===== config.mk =====
export PLATFORM = sky130hd
export DESIGN_NAME = stack_mem_ctrl
export DESIGN_NICKNAME = d
export VERILOG_FILES = /design/src/rtl/stack_mem_ctrl.sv
export SDC_FILE = /design/constraint.sdc
export NUM_CORES = 1
export LEC_CHECK = 0
export ABC_CLOCK_PERIOD_IN_PS = 5900
export CAP_MARGIN = 25
export CORE_ASPECT_RATIO = 1.1
export CORE_MARGIN = 4
export CORE_UTILIZATION = 48
export CTS_BUF_LIST = sky130_fd_sc_hd__clkbuf_4 sky130_fd_sc_hd__clkbuf_8
export CTS_CLUSTER_SIZE = 16
export DETAILED_ROUTE_END_ITERATION = 7
export GPL_TIMING_DRIVEN = 0
export PLACE_DENSITY_LB_ADDON = 0.3
export SYNTH_ARGS = -nofsm -noshare
export SYNTH_HDL_FRONTEND = slang
export SYNTH_SLANG_ARGS = --single-unit
export TNS_END_PERCENT = 100

===== constraint.sdc =====
create_clock -name clk -period 5.9 [get_ports clk]
set_input_delay 1.18 -clock clk [delete_from_list [all_inputs] [get_ports clk]]
set_output_delay 1.18 -clock clk [all_outputs]
set_load 0.1 [all_outputs]

===== src/rtl/stack_mem_ctrl.sv =====
// Operand-stack / local-variable memory initiator for the JVM datapath.
// Runs one PUSH/POP/LOAD/STORE at a time over the start/ready/rwn handshake.
module stack_mem_ctrl #(
    parameter int unsigned STACK_BASE  = 192,
    parameter int unsigned STACK_LIMIT = 256
) (
    input  logic        clk,
    input  logic        reset,
    input  logic        cmd_valid,
    input  logic [1:0]  cmd,
    input  logic [31:0] cmd_addr,
    input  logic [31:0] cmd_wdata,
    output logic        busy,
    output logic        done,
    output logic        err,
    output logic [31:0] rdata,
    output logic [31:0] sp,
    output logic        mem_start,
    output logic        mem_rwn,
    output logic [31:0] mem_address,
    output logic [31:0] mem_data_in,
    input  logic        mem_ready,
    input  logic [31:0] mem_data_out
);

    localparam logic [31:0] LP_BASE  = 32'(STACK_BASE);
    localparam logic [31:0] LP_LIMIT = 32'(STACK_LIMIT);
    localparam logic [31:0] LP_WORD  = 32'd4;

    localparam logic [1:0] CMD_PUSH  = 2'b00;
    localparam logic [1:0] CMD_POP   = 2'b01;
    localparam logic [1:0] CMD_LOAD  = 2'b10;
    localparam logic [1:0] CMD_STORE = 2'b11;

    typedef enum logic [1:0] {
        S_IDLE = 2'd0,
        S_REQ  = 2'd1,
        S_WAIT = 2'd2,
        S_FIN  = 2'd3
    } state_t;

    state_t      r_state, w_state;
    logic [1:0]  r_cmd, w_cmd;
    logic        r_busy, w_busy;
    logic        r_done, w_done;
    logic        r_err, w_err;
    logic [31:0] r_rdata, w_rdata;
    logic [31:0] r_sp, w_sp;
    logic        r_mem_start, w_mem_start;
    logic        r_mem_rwn, w_mem_rwn;
    logic [31:0] r_mem_address, w_mem_address;
    logic [31:0] r_mem_data_in, w_mem_data_in;

    // State and all outputs registered together.
    always_ff @(posedge clk or posedge reset) begin
        if (reset) begin
            r_state       <= S_IDLE;
            r_cmd         <= CMD_PUSH;
            r_busy        <= 1'b0;
            r_done        <= 1'b0;
            r_err         <= 1'b0;
            r_rdata       <= 32'd0;
            r_sp          <= LP_BASE;
            r_mem_start   <= 1'b0;
            r_mem_rwn     <= 1'b1;
            r_mem_address <= 32'd0;
            r_mem_data_in <= 32'd0;
        end else begin
            r_state       <= w_state;
            r_cmd         <= w_cmd;
            r_busy        <= w_busy;
            r_done        <= w_done;
            r_err         <= w_err;
            r_rdata       <= w_rdata;
            r_sp          <= w_sp;
            r_mem_start   <= w_mem_start;
            r_mem_rwn     <= w_mem_rwn;
            r_mem_address <= w_mem_address;
            r_mem_data_in <= w_mem_data_in;
        end
    end

    always_comb begin
        w_state       = r_state;
        w_cmd         = r_cmd;
        w_busy        = r_busy;
        w_done        = 1'b0;
        w_err         = r_err;
        w_rdata       = r_rdata;
        w_sp          = r_sp;
        w_mem_start   = r_mem_start;
        w_mem_rwn     = r_mem_rwn;
        w_mem_address = r_mem_address;
        w_mem_data_in = r_mem_data_in;

        case (r_state)
            S_IDLE: begin
                if (cmd_valid) begin
                    w_cmd  = cmd;
                    w_busy = 1'b1;
                    // Bound violations complete with err and never touch memory.
                    if ((cmd == CMD_PUSH && r_sp == LP_LIMIT) ||
                        (cmd == CMD_POP  && r_sp == LP_BASE)) begin
                        w_err   = 1'b1;
                        w_state = S_FIN;
                    end else begin
                        w_mem_start = 1'b1;
                        w_state     = S_REQ;
                        case (cmd)
                            CMD_PUSH: begin
                                w_mem_address = r_sp;
                                w_mem_rwn     = 1'b0;
                                w_mem_data_in = cmd_wdata;
                            end
                            CMD_POP: begin
                                w_mem_address = r_sp - LP_WORD;
                                w_mem_rwn     = 1'b1;
                            end
                            CMD_LOAD: begin
                                w_mem_address = cmd_addr;
                                w_mem_rwn     = 1'b1;
                            end
                            default: begin
                                w_mem_address = cmd_addr;
                                w_mem_rwn     = 1'b0;
                                w_mem_data_in = cmd_wdata;
                            end
                        endcase
                    end
                end
            end
            S_REQ: begin
                if (mem_ready) begin
                    w_mem_start = 1'b0;
                    w_state     = S_WAIT;
                end
            end
            S_WAIT: begin
                if (mem_ready) begin
                    if (r_cmd == CMD_POP || r_cmd == CMD_LOAD) begin
                        w_rdata = mem_data_out;
                    end
                    if (r_cmd == CMD_PUSH) begin
                        w_sp = r_sp + LP_WORD;
                    end else if (r_cmd == CMD_POP) begin
                        w_sp = r_sp - LP_WORD;
                    end
                    w_done  = 1'b1;
                    w_state = S_FIN;
                end
            end
            S_FIN: begin
                // Error path enters FIN with done low and raises it here.
                if (r_done) begin
                    w_busy  = 1'b0;
                    w_err   = 1'b0;
                    w_state = S_IDLE;
                end else begin
                    w_done = 1'b1;
                end
            end
            default: begin
                w_state = S_IDLE;
            end
        endcase
    end

    assign busy        = r_busy;
    assign done        = r_done;
    assign err         = r_err;
    assign rdata       = r_rdata;
    assign sp          = r_sp;
    assign mem_start   = r_mem_start;
    assign mem_rwn     = r_mem_rwn;
    assign mem_address = r_mem_address;
    assign mem_data_in = r_mem_data_in;

endmodule


==> flow_summary_export.csv <==
group,metric,value,unit
timing,layout_min_cycle_time,3.53,ns
final_layout,number_of_antenna_cells_inserted,0,
synthesis,yosys_warnings,0,
final_layout,syn2layout_area_growth,42.4,%
synthesis,part_of_the_yosys_area_used_for_sequential_elements,0.474,
final_layout,fill_cells,1133,
clock_tree,numClockSinks,135,
critical_path,crit_path_cell_trace,"clkdlybuf4s50_1 > inv_1 > ha_1 > inv_1 > or4_1 > a211oi_2 > nor2_2 > buf_6 > buf_2 > a31oi_1",
place,port-buffer-count,232,
synthesis,yosys.area.top_type_share,0.463,
timing,timing.final.setup_violations,0,
worst_hold_path,holdCritPathClass,"flop to flop",
timing,timing.fmax,283,MHz
critical_path,start_kind,"primary input",
synthesis,count_of_mapped_cells_out_of_synthesis,670,
synthesis,async_reset_ff_frac,1.00,
clock_tree,h-tree-depth,4,
critical_path,reg2reg_setup_slack,2.84,ns
timing,fin_worst_hold_slack,0.487,ns
global_route,grt_max_degree,73,
critical_path,timing.critical_path.slowest_stage_cell,"sky130_fd_sc_hd__or4_1",
final_layout,multi_input_logic_area,3400,µm²
synthesis,syn-mean-instance-area,10.7,µm²
timing,clock-skew-final,0.0136,ns
place,place_congestion,0.932,
floorplan,rows,46,
timing,maxSlewHeadroom,0.294,
synthesis,yosys.cell_count.top_type,"sky130_fd_sc_hd__dfrtp_1",
clock_tree,cts.repair.resized,0,
status,run_status,"completed",
timing,rsz0062_at_grt,"no",
timing,slew_violations,0,
timing,final_hold_fails,0,
critical_path,cp_top_family,"buffers and inverters",
critical_path,critPathBufInv,5,
drt,detail_route.wl_per_cell,20.0,µm
drt,initialDrtViolationCount,708,
clock_tree,clk_path_buf_depth,2,
floorplan,die_area,16900,µm²
run,max_cap_violations,0,
clock_tree,clk_pin_slew,0.08,ns
synthesis,synth.cells.most_frequent,"132 x sky130_fd_sc_hd__dfrtp_1, 53 x sky130_fd_sc_hd__a21oi_1, 42 x sky130_fd_sc_hd__clkbuf_1",
critical_path,worst_setup_path_startpoint,"cmd[1]",
critical_path,max_stage_delay,0.57,ns
global_route,vias_in_the_first_global_route,6390,
drt,antenna_left,0,
place,detailedPlacementHpwl,16.6,mm
final_layout,area_occupied_by_registers,3380,µm²
critical_path,crit_arrival,3.90,ns
drt,vias_per_inst,5.78,
critical_path,critical_path_required,6.27,ns
drt,vias,6519,
final_layout,final_util,0.701,
floorplan,dieHeight,136,µm
drt,drtPass1Iterations,5,
global_route,grt_pass1_wl,35.0,mm
synthesis,ys_dominant_reg_cell,"sky130_fd_sc_hd__dfrtp_1",
synthesis,netlist.top_cell.by_area,"sky130_fd_sc_hd__dfrtp_1",
synthesis,synth.area.top_cells,"sky130_fd_sc_hd__dfrtp_1 46%, sky130_fd_sc_hd__mux2_2 6.3%, sky130_fd_sc_hd__mux2_4 6.3%",
critical_path,setup.worst_path.end,"mem_address[20]",
global_route,grt.total_usage,0.261,
final_layout,fin_nets,1035,
final_layout,final_layout_size_suffix_gt1_frac,0.140,
drt,drt_drc_violations_left,0,
global_route,grt-ovfl-total,0,
synthesis,synth_enable_flop_cells,0,
critical_path,cp_max_fo,10,
critical_path,regToRegStartpoint,"sp[2]",
clock_tree,tritoncts,"yes",
critical_path,worstSetupPathType,"primary input to flop",
critical_path,worst_r2r_path_depth,9,
clock_tree,cts_hold_buffers,0,
place,post-place-ws,1.93,ns
timing,tightest_slew,1.06,ns
timing,final.setup.worst_slack,2.37,ns
global_route,antenna_found_initial,0,
floorplan,design.portCount,235,
critical_path,worstSetupPathDepth,10,
synthesis,synth-seq-cells,135,
synthesis,yosysUniqueCellTypes,67,
clock_tree,cts-buffers-inserted,17,
clock_tree,clkLatencyLatePin,0.45,ns
floorplan,core,14500,µm²
critical_path,critPathMostFrequentCell,"sky130_fd_sc_hd__inv_1",
synthesis,synth_area,7140,µm²
drt,route.final.wire_length,22.6,mm
clock_tree,cts.root.buffer_cell,"sky130_fd_sc_hd__clkbuf_8",
timing,min_period_over_period,0.599,
floorplan,die_width,124,µm
clock_tree,cts.repair_timing.setup_buffer_count,0,
critical_path,rr_endpoint,"mem_address[20]",
floorplan,initial_utilization,0.492,
critical_path,critical_path_sink_type,"flop",
==> cells by family after synthesis <==
kind of cell    count (synthesis)  synth area share
flops                         135             0.474
simple gates                  172             0.134
xor+xnor                       36            0.0442
buf+inv                        79            0.0503
mux                            75             0.133
compound gates                162             0.147
other cells                     1          0.000525
fa+ha+maj                      10            0.0175
==> placed cells by master (no fill, tap or decap), drive strengths merged, types with 5 or more instances in the layout <==
cell type	netlist	routed
nand2	33	33
a21oi	53	53
nor4	15	15
inv	18	19
nand3	21	21
o21ai	28	28
clkbuf	42	63
dfrtp	132	132
a32oi	7	7
and3	5	5
nor2	25	25
o31a	7	7
or3	8	8
a22o	5	5
a22oi	11	11
clkinv	0	5
nand4	13	13
nor3	17	17
ha	10	10
nand3b	5	5
or4	11	11
a31oi	18	18
mux2	71	71
xnor2	14	14
clkdlybuf4s50	0	232
xor2	22	22
buf	19	20
==> worst min-delay path by stage <==
stage | cells past startpoint | from | end | slack [ns]
3_5_place_dp | 1 | mem_address[3] | mem_address[3] | 0.47
3_3_place_gp | 1 | mem_address[3] | mem_address[3] | 0.47
2_1_floorplan | 2 | r_cmd[0] | r_cmd[0] | 0.45
5_1_grt | 1 | rdata[3] | rdata[3] | 0.52
4_1_cts | 1 | mem_address[3] | mem_address[3] | 0.49
6_report | 1 | mem_address[3] | mem_address[3] | 0.49
==> flip-flops by register name (all words and copies together) (netlist names) <==
| signal | count |
|---|---|
| busy | 1 |
| done | 1 |
| err | 1 |
| mem_address | 32 |
| mem_data_in | 32 |
| mem_rwn | 1 |
| mem_start | 1 |
| r_cmd | 2 |
| r_state | 2 |
| rdata | 32 |
| sp | 30 |
==> per-stage QoR <==
stage	std cells	instance area [µm²]	TNS, ns
after floorplan	671	7140	0
after global placement	1095	9710	-115.90
after detailed placement	1096	9740	0
after CTS	1128	10200	0
after global routing	1128	10200	0
final	1128	10200	0
==> routing by layer <==
layer | track usage | routed length (µm)
met3 | 0.0578 | 1880
met2 | 0.436 | 11100
met4 | 0.110 | 567
met5 | 0 | 0
met1 | 0.331 | 8980
==> final cells by class <==
cell class / instances / area share
Buffer: 61 / 0.0287
Multi-Input combinational cell: 457 / 0.335
Clock inverter: 11 / 0.0144
Sequential cell: 135 / 0.333
Timing Repair Buffer: 233 / 0.231
Tap cell: 192 / 0.0236
Clock buffer: 21 / 0.0278
Inverter: 18 / 0.00714
Power is left out: the tool's default activity adds up to more than one toggle a clock period on the data nets, which glitch-free logic cannot reach.
